### src/rtl/tlul_pkg.sv
// TL-UL channel types shared by hosts, arbiter and crossbar.
// Latency: n/a (types only).
// Backpressure: n/a (a_ready/d_ready are carried in the structs).
//
// Contents: A-channel request (host to device) and D-channel response
// (device to host) structs, plus the opcodes used on this bus.
package tlul_pkg;

  localparam logic [2:0] TlPutFullData    = 3'h0;
  localparam logic [2:0] TlPutPartialData = 3'h1;
  localparam logic [2:0] TlGet            = 3'h4;
  localparam logic [2:0] TlAccessAck      = 3'h0;
  localparam logic [2:0] TlAccessAckData  = 3'h1;

  // Host-to-device: A channel request plus the host's D-channel ready.
  typedef struct packed {
    logic        a_valid;
    logic [2:0]  a_opcode;
    logic [2:0]  a_param;
    logic [1:0]  a_size;
    logic [7:0]  a_source;
    logic [31:0] a_address;
    logic [3:0]  a_mask;
    logic [31:0] a_data;
    logic        d_ready;
  } tl_h2d_t;

  // Device-to-host: D channel response plus the device's A-channel ready.
  typedef struct packed {
    logic        d_valid;
    logic [2:0]  d_opcode;
    logic [2:0]  d_param;
    logic [1:0]  d_size;
    logic [7:0]  d_source;
    logic        d_sink;
    logic [31:0] d_data;
    logic        d_error;
    logic        a_ready;
  } tl_d2h_t;

endpackage

### src/rtl/xbar_pkg.sv
// Shared constants and helpers for the crossbar host arbiter.
// Latency: n/a (types and a pure function).
// Backpressure: n/a.
//
// Contents: host-count ceiling, host index type, default outstanding depth,
// and a modulo-N host index increment.
package xbar_pkg;

  localparam int XbarMaxHosts        = 4;
  localparam int XbarArbOutstDefault = 2;

  typedef logic [1:0] xbar_host_idx_t;

  // (base + off) mod n, for off < n and base < n.
  function automatic xbar_host_idx_t xbar_host_add(input xbar_host_idx_t base,
                                                   input int unsigned    off,
                                                   input int unsigned    n);
    int unsigned sum;
    sum = int'(base) + off;
    if (sum >= n) sum = sum - n;
    return xbar_host_idx_t'(sum);
  endfunction

endpackage

### src/rtl/xbar_arb_idx_fifo.sv
// In-order tracking FIFO of granted host indices.
// Latency: push visible at head one cycle later; head/full/empty are registered state.
// Backpressure: push ignored when full, pop ignored when empty; the owner gates both.
//
// Ports: clk_i, rst_ni (async active-low), push_i/push_dat_i, pop_i,
//        head_o (oldest entry), full_o, empty_o.
module xbar_arb_idx_fifo
  import xbar_pkg::*;
#(
  parameter int Depth = XbarArbOutstDefault
) (
  input  logic           clk_i,
  input  logic           rst_ni,
  input  logic           push_i,
  input  xbar_host_idx_t push_dat_i,
  input  logic           pop_i,
  output xbar_host_idx_t head_o,
  output logic           full_o,
  output logic           empty_o
);

  localparam int PtrW = (Depth > 1) ? $clog2(Depth) : 1;
  localparam int CntW = $clog2(Depth) + 1;

  xbar_host_idx_t  mem_q [Depth];
  logic [PtrW-1:0] wr_ptr_q;
  logic [PtrW-1:0] rd_ptr_q;
  logic [CntW-1:0] cnt_q;
  logic            do_push;
  logic            do_pop;

  // Depth need not fill the pointer range, so wrap explicitly.
  function automatic logic [PtrW-1:0] ptr_inc(input logic [PtrW-1:0] p);
    return (p == PtrW'(Depth - 1)) ? '0 : p + PtrW'(1);
  endfunction

  assign full_o  = (cnt_q == CntW'(Depth));
  assign empty_o = (cnt_q == '0);
  assign do_push = push_i & ~full_o;
  assign do_pop  = pop_i & ~empty_o;
  assign head_o  = mem_q[rd_ptr_q];

  always_ff @(posedge clk_i or negedge rst_ni) begin
    if (!rst_ni) begin
      wr_ptr_q <= '0;
      rd_ptr_q <= '0;
      cnt_q    <= '0;
      for (int i = 0; i < Depth; i++) mem_q[i] <= '0;
    end else begin
      if (do_push) begin
        mem_q[wr_ptr_q] <= push_dat_i;
        wr_ptr_q        <= ptr_inc(wr_ptr_q);
      end
      if (do_pop) rd_ptr_q <= ptr_inc(rd_ptr_q);
      if (do_push && !do_pop)      cnt_q <= cnt_q + CntW'(1);
      else if (!do_push && do_pop) cnt_q <= cnt_q - CntW'(1);
    end
  end

endmodule

### src/rtl/xbar_host_arb.sv
// Shares one TL-UL upstream crossbar port among NumHosts hosts; D beats return in request order.
// Latency: zero-cycle combinational A grant and D routing; pointer/lock/FIFO update on clk_i.
// Backpressure: only the granted host sees device a_ready; full tracking FIFO stalls all
//               hosts; the head host's d_ready throttles the device D channel.
//
// Ports: clk_i, rst_ni (async active-low); tl_h_i/tl_h_o host side [NumHosts];
//        tl_d_o/tl_d_i crossbar side; busy_o (requests outstanding);
//        spurious_o (one-cycle pulse after a D beat arrives with nothing outstanding).
// Build option: define XBAR_ARB_FIXED_PRIO_EN for fixed priority (lowest index wins)
//               instead of round-robin.
module xbar_host_arb
  import tlul_pkg::*;
  import xbar_pkg::*;
#(
  parameter int NumHosts = 2,
  parameter int MaxOutst = XbarArbOutstDefault
) (
  input  logic    clk_i,
  input  logic    rst_ni,
  input  tl_h2d_t tl_h_i [NumHosts],
  output tl_d2h_t tl_h_o [NumHosts],
  output tl_h2d_t tl_d_o,
  input  tl_d2h_t tl_d_i,
  output logic    busy_o,
  output logic    spurious_o
);

  // Padded to the maximum host count so a 2-bit host index always selects in range.
  logic [XbarMaxHosts-1:0] req;
  logic [XbarMaxHosts-1:0] host_d_rdy;

  xbar_host_idx_t gnt;
  xbar_host_idx_t head;
  tl_h2d_t        gnt_req;
  logic           head_d_rdy;

  logic           lock_q;
  logic           lock_d;
  xbar_host_idx_t lock_idx_q;
  xbar_host_idx_t lock_idx_d;

  logic           fifo_full;
  logic           fifo_empty;
  logic           a_hs;
  logic           d_hs;
  logic           spurious_q;

  always_comb begin
    req        = '0;
    host_d_rdy = '0;
    for (int i = 0; i < NumHosts; i++) begin
      req[i]        = tl_h_i[i].a_valid;
      host_d_rdy[i] = tl_h_i[i].d_ready;
    end
  end

`ifdef XBAR_ARB_FIXED_PRIO_EN
  // Fixed priority: scan downward so the lowest requesting index is the last write.
  always_comb begin
    gnt = '0;
    if (!rst_ni) begin
      gnt = '0;
    end else if (lock_q) begin
      gnt = lock_idx_q;
    end else begin
      for (int i = NumHosts - 1; i >= 0; i--) begin
        if (req[i]) gnt = xbar_host_idx_t'(i);
      end
    end
  end
`else
  xbar_host_idx_t rr_ptr_q;
  xbar_host_idx_t rr_cand;
  logic           rr_found;

  // Round-robin: first requester at or after rr_ptr_q, wrapping at NumHosts.
  always_comb begin
    gnt      = '0;
    rr_cand  = '0;
    rr_found = 1'b0;
    if (!rst_ni) begin
      gnt = '0;
    end else if (lock_q) begin
      gnt = lock_idx_q;
    end else begin
      for (int off = 0; off < NumHosts; off++) begin
        rr_cand = xbar_host_add(rr_ptr_q, off, NumHosts);
        if (!rr_found && req[rr_cand]) begin
          gnt      = rr_cand;
          rr_found = 1'b1;
        end
      end
    end
  end

  always_ff @(posedge clk_i or negedge rst_ni) begin
    if (!rst_ni) begin
      rr_ptr_q <= '0;
    end else if (a_hs) begin
      rr_ptr_q <= xbar_host_add(gnt, 1, NumHosts);
    end
  end
`endif

  // With no requester gnt is 0, so idle A fields come from host 0 and a_valid is low.
  // Reset also parks gnt on host 0 so a_valid tracks host 0 while rst_ni is low.
  always_comb begin
    gnt_req    = tl_h_i[0];
    head_d_rdy = host_d_rdy[head];
    for (int i = 0; i < NumHosts; i++) begin
      if (gnt == xbar_host_idx_t'(i)) gnt_req = tl_h_i[i];
    end
  end

  // Full is registered state, so a same-cycle pop never opens the A path (no D-to-A comb path).
  // An empty FIFO accepts and drops any D beat rather than stalling the crossbar.
  always_comb begin
    tl_d_o         = gnt_req;
    tl_d_o.a_valid = gnt_req.a_valid & ~fifo_full;
    tl_d_o.d_ready = fifo_empty ? 1'b1 : head_d_rdy;
  end

  assign a_hs = tl_d_o.a_valid & tl_d_i.a_ready;
  assign d_hs = tl_d_i.d_valid & tl_d_o.d_ready;

  always_comb begin
    for (int i = 0; i < NumHosts; i++) begin
      tl_h_o[i]         = tl_d_i;
      tl_h_o[i].a_ready = (gnt == xbar_host_idx_t'(i)) & tl_d_i.a_ready & ~fifo_full;
      tl_h_o[i].d_valid = (head == xbar_host_idx_t'(i)) & tl_d_i.d_valid & ~fifo_empty;
    end
  end

  // Once a request has been presented and stalled, hold the grant on that host until
  // it handshakes so the A channel stays stable.
  always_comb begin
    lock_d     = lock_q;
    lock_idx_d = lock_idx_q;
    if (lock_q) begin
      if (a_hs) lock_d = 1'b0;
    end else if (gnt_req.a_valid && !tl_d_i.a_ready) begin
      lock_d     = 1'b1;
      lock_idx_d = gnt;
    end
  end

  always_ff @(posedge clk_i or negedge rst_ni) begin
    if (!rst_ni) begin
      lock_q     <= 1'b0;
      lock_idx_q <= '0;
      spurious_q <= 1'b0;
    end else begin
      lock_q     <= lock_d;
      lock_idx_q <= lock_idx_d;
      spurious_q <= tl_d_i.d_valid & fifo_empty;
    end
  end

  xbar_arb_idx_fifo #(
    .Depth(MaxOutst)
  ) u_idx_fifo (
    .clk_i     (clk_i),
    .rst_ni    (rst_ni),
    .push_i    (a_hs),
    .push_dat_i(gnt),
    .pop_i     (d_hs & ~fifo_empty),
    .head_o    (head),
    .full_o    (fifo_full),
    .empty_o   (fifo_empty)
  );

  assign busy_o     = ~fifo_empty;
  assign spurious_o = spurious_q;

endmodule

### config.mk
export PLATFORM = sky130hd
export DESIGN_NAME = xbar_host_arb
export DESIGN_NICKNAME = d
export VERILOG_FILES = /design/src/rtl/tlul_pkg.sv /design/src/rtl/xbar_pkg.sv /design/src/rtl/xbar_arb_idx_fifo.sv /design/src/rtl/xbar_host_arb.sv
export SDC_FILE = /design/constraint.sdc
export NUM_CORES = 1
export LEC_CHECK = 0
export CAP_MARGIN = 20
export CORE_AREA = 2 2 161 163
export DETAILED_ROUTE_END_ITERATION = 8
export DIE_AREA = 0 0 163 165
export SETUP_SLACK_MARGIN = 0.3
export SKIP_LAST_GASP = 1
export SLEW_MARGIN = 10
export SYNTH_ARGS = -nofsm -noshare
export SYNTH_HDL_FRONTEND = slang
export SYNTH_SLANG_ARGS = --single-unit
export TNS_END_PERCENT = 5
### constraint.sdc
create_clock -name clk_i -period 2.3 [get_ports clk_i]
set_input_delay 0.23 -clock clk_i [delete_from_list [all_inputs] [get_ports clk_i]]
set_output_delay 0.23 -clock clk_i [all_outputs]
set_load 0.01 [all_outputs]
==> metrics.yaml <==
outcome:
  status: "completed"
sta:
  period_share_pct: 98.9
  setup_tns_ps: 0
  finClkSkew_ps: 7.05
  drv_slew: 0
  slew_headroom_pct: 70.3
  hold_violations: 0
  max_freq_mhz: 440
  rsz0062_at_grt: "true"
  hold_ws_ps: 460
  fin_crit_ps: 2270
  finalSetupViolations: 0
  tightest_slew_ps: 444
critical_path:
  path_max_fanout: 8
  crit_path_start_kind: "flip-flop"
  cp_data_required_time_ps: 2070
  worstSetupPathType: "flip-flop to output pin"
  reg2regPathDepth: 12
  cp-end-kind: "output pin"
  reg2reg_slack_ps: 70
  worstReg2RegStart: "lock_q"
  r2r_end: "u_idx_fifo.cnt_q[1]"
  arrival_ps: 2040
placement:
  hpwl_mm: 9.69
  finalWeightedCongestion: 0.715
  portBuffers: 267
floorplan:
  rows: 58
  core_sq_um: 25000
  die_w_um: 163
  num_io_pins: 418
  initial_core_util_pct: 10.6
  chipHeight_um: 165
  die-area_sq_um: 26900
layout:
  drive_gt1_share_pct: 39.5
  n_antenna_cell: 0
  multi_input_area_sq_um: 1530
  area_growth_pct: 103
  fill_cells: 2784
  regArea_sq_um: 325
  fin_nets: 704
synth:
  ys_types: 28
  synth_warnings: 0
  postSynthAreaPerCell_sq_um: 9.47
  synth_top_area_share_pct: 28.3
  ys_seq_area_share_pct: 12.3
  synthCells: 280
  synth_top_cells_by_area: "buf_4 28%, mux2_2 25%, mux2_4 16%"
  synth_fp_nets: 507
  yosys_register_bits: 13
  synth_area_leader_cell: "buf_4"
  syn_area_sq_um: 2650
power_and_ir_drop:
  comb_power_share_pct: 79.6
  cellPowerDensity_nw_per_um2: 673
  seqPwrFrac_pct: 11.2
  vdd_ir_drop_max_uv: 268
  swShare_pct: 35.3
  clock_power_share_pct: 9.2
  power.leakage_uw: 0.00234
  intPower_uw: 2340
  p_switching_uw: 1280
route:
  via_per_inst: 3.34
  drc: 0
  routedWlPerCell_um: 15.9
  drtAntennaViolNets: 0
  finalWirelength_mm: 12.8
  dr_total_vias: 2689
  dr.pass1.iters: 3
  drtIter0Drc: 61
hold_path:
  whs_endpoint: "tl_h_o[57]"
  min-delay-start: "tl_d_i[5]"
  whs_path_depth: 0
  holdCritPathClass: "input port to output pin"
grt:
  grt_pass1_vias: 2828
  gr-total-overflow: 0
  grt_max_degree: 18
  grt_pass1_wl_mm: 17.1
  antenna_found_initial: 0
  grtUsageTotal_pct: 8.56
flow_run:
  drv_cap: 0
clock_network:
  cts_htree_levels: 1
  clk_latency_ps: 250
  clk_pin_slew_ps: 40
  cts_tree: "yes"
  clockBufferDepth: 2
  cts-root-buf: "clkbuf_16"
  clock-sinks: 13
  cts_buffers: 3
## critical path: stages, from the launching register on
cell	delay, ps
dfrtp_1	420
nand2b_4	160
o21ai_4	150
nand3_4	90
buf_12	150
buf_12	140
buf_16	150
buf_6	120
mux2_4	290
buf_6	130
## sequential cells by signal, indices dropped and copies added (netlist names)
name,cells
u_idx_fifo.mem_q,4
lock_idx_q,2
u_idx_fifo.cnt_q,2
lock_q,1
rr_ptr_q,1
spurious_o,1
u_idx_fifo.rd_ptr_q,1
u_idx_fifo.wr_ptr_q,1
## synthesized netlist by cell type (all sizes together)
master / count
a21oi: 8
a31oi: 4
and2: 1
and3: 2
buf: 110
clkbuf: 2
dfrtp: 13
ha: 1
inv: 3
mux2: 86
mux2i: 6
nand2: 13
nand2b: 3
nand3: 3
nor2: 8
nor2b: 4
nor3b: 1
o21ai: 4
o31a: 1
or2: 2
xnor2: 2
xor2: 3
## cell usage in the layout (no fill, tap or decap), types with 4 or more instances in the layout
master           netlist  routed
a31oi_1                4       4
buf_2                  6      40
a21oi_1                8       8
clkdlybuf4s15_1        0      14
buf_16                 0       9
buf_4                100      17
mux2i_1                5       5
dlygate4sd2_1          0      21
mux2_2                58      55
mux2_4                28      31
buf_12                 0       5
buf_6                  4      15
nor2_1                 8       8
dfrtp_1               13      13
clkdlybuf4s50_1        0     179
nand2_1               13      13
## how the worst max path moves through the flow
| stage | from | end | depth (start not counted) | slack (ps) |
|---|---|---|---|---|
| 5_1_grt | lock_q | u_idx_fifo.cnt_q[1] | 12 | -40 |
| 2_1_floorplan | lock_q | u_idx_fifo.cnt_q[1] | 9 | 470 |
| 6_report | lock_q | tl_d_o[11] | 9 | 30 |
| 3_5_place_dp | tl_h_i[171] | tl_d_o[28] | 7 | -240 |
| 3_3_place_gp | tl_h_i[171] | tl_d_o[28] | 7 | -250 |
| 4_1_cts | lock_q | u_idx_fifo.cnt_q[1] | 12 | 0.2 |
## timing repair
item / CTS / global route
resized for setup: 279 / 8
gates cloned: 8 / 0
pin swaps: 4 / 3
hold buffers: 0 / 0
endpoints found under the setup margin: 90 / 96
buffers inserted: 15 / 1
## stage by stage
step / std cells / worst slack (ps) / utilization [%] / area [sq um] / power, uW
final: 806 / 25.6 / 21.5 / 5380 / 3620
after global routing: 806 / -40.3 / 21.5 / 5380 / 3870
after global placement: 778 / -246 / 20.1 / 5030 / 2850
after detailed placement: 778 / -244 / 20.1 / 5030 / 2860
after CTS: 805 / 0.206 / 21.4 / 5370 / 3690
after floorplan: 280 / 465 / - / 2650 / 1810
## logic make-up after synthesis
group | count (synthesis) | share of synthesized area, %
buffers and inverters | 115 | 31.9
muxes | 92 | 43.2
and+or+nand+nor | 37 | 6.84
AOI/OAI and AO/OA | 17 | 3.68
DFF | 13 | 12.3
xor gates and xnor gates | 5 | 1.65
adders and majority gates | 1 | 0.472
## routing by layer
metal	part of all wire (%)	up-vias	GRT usage [%]	wire length [um]
met1	33	1177	8.42	4240
met3	13	34	3.74	1700
li1	-	1246	-	-
met5	0	-	0	0
met4	2.7	0	2.86	352
met2	51	232	16.0	6560
## power groups by stage
stage                     Combinational [uW]  Clock, uW  Sequential (uW)
after global routing                    3090        356              417
after global placement                  2450          0              402
final                                   2880        333              406
after CTS                               2950        340              404
after floorplan                         1420          0              389
after detailed placement                2460          0              405
## area by class of cell
class / instances / share of cell area (%)
clock inverter: 1 / 0.0931
timing repair buffer: 304 / 56.1
inverter: 3 / 0.209
sequential: 13 / 6.05
tap: 330 / 7.68
multi-input combinational: 152 / 28.5
clock buffer: 3 / 1.40
Note: power is estimated with default switching activity, not from simulation.
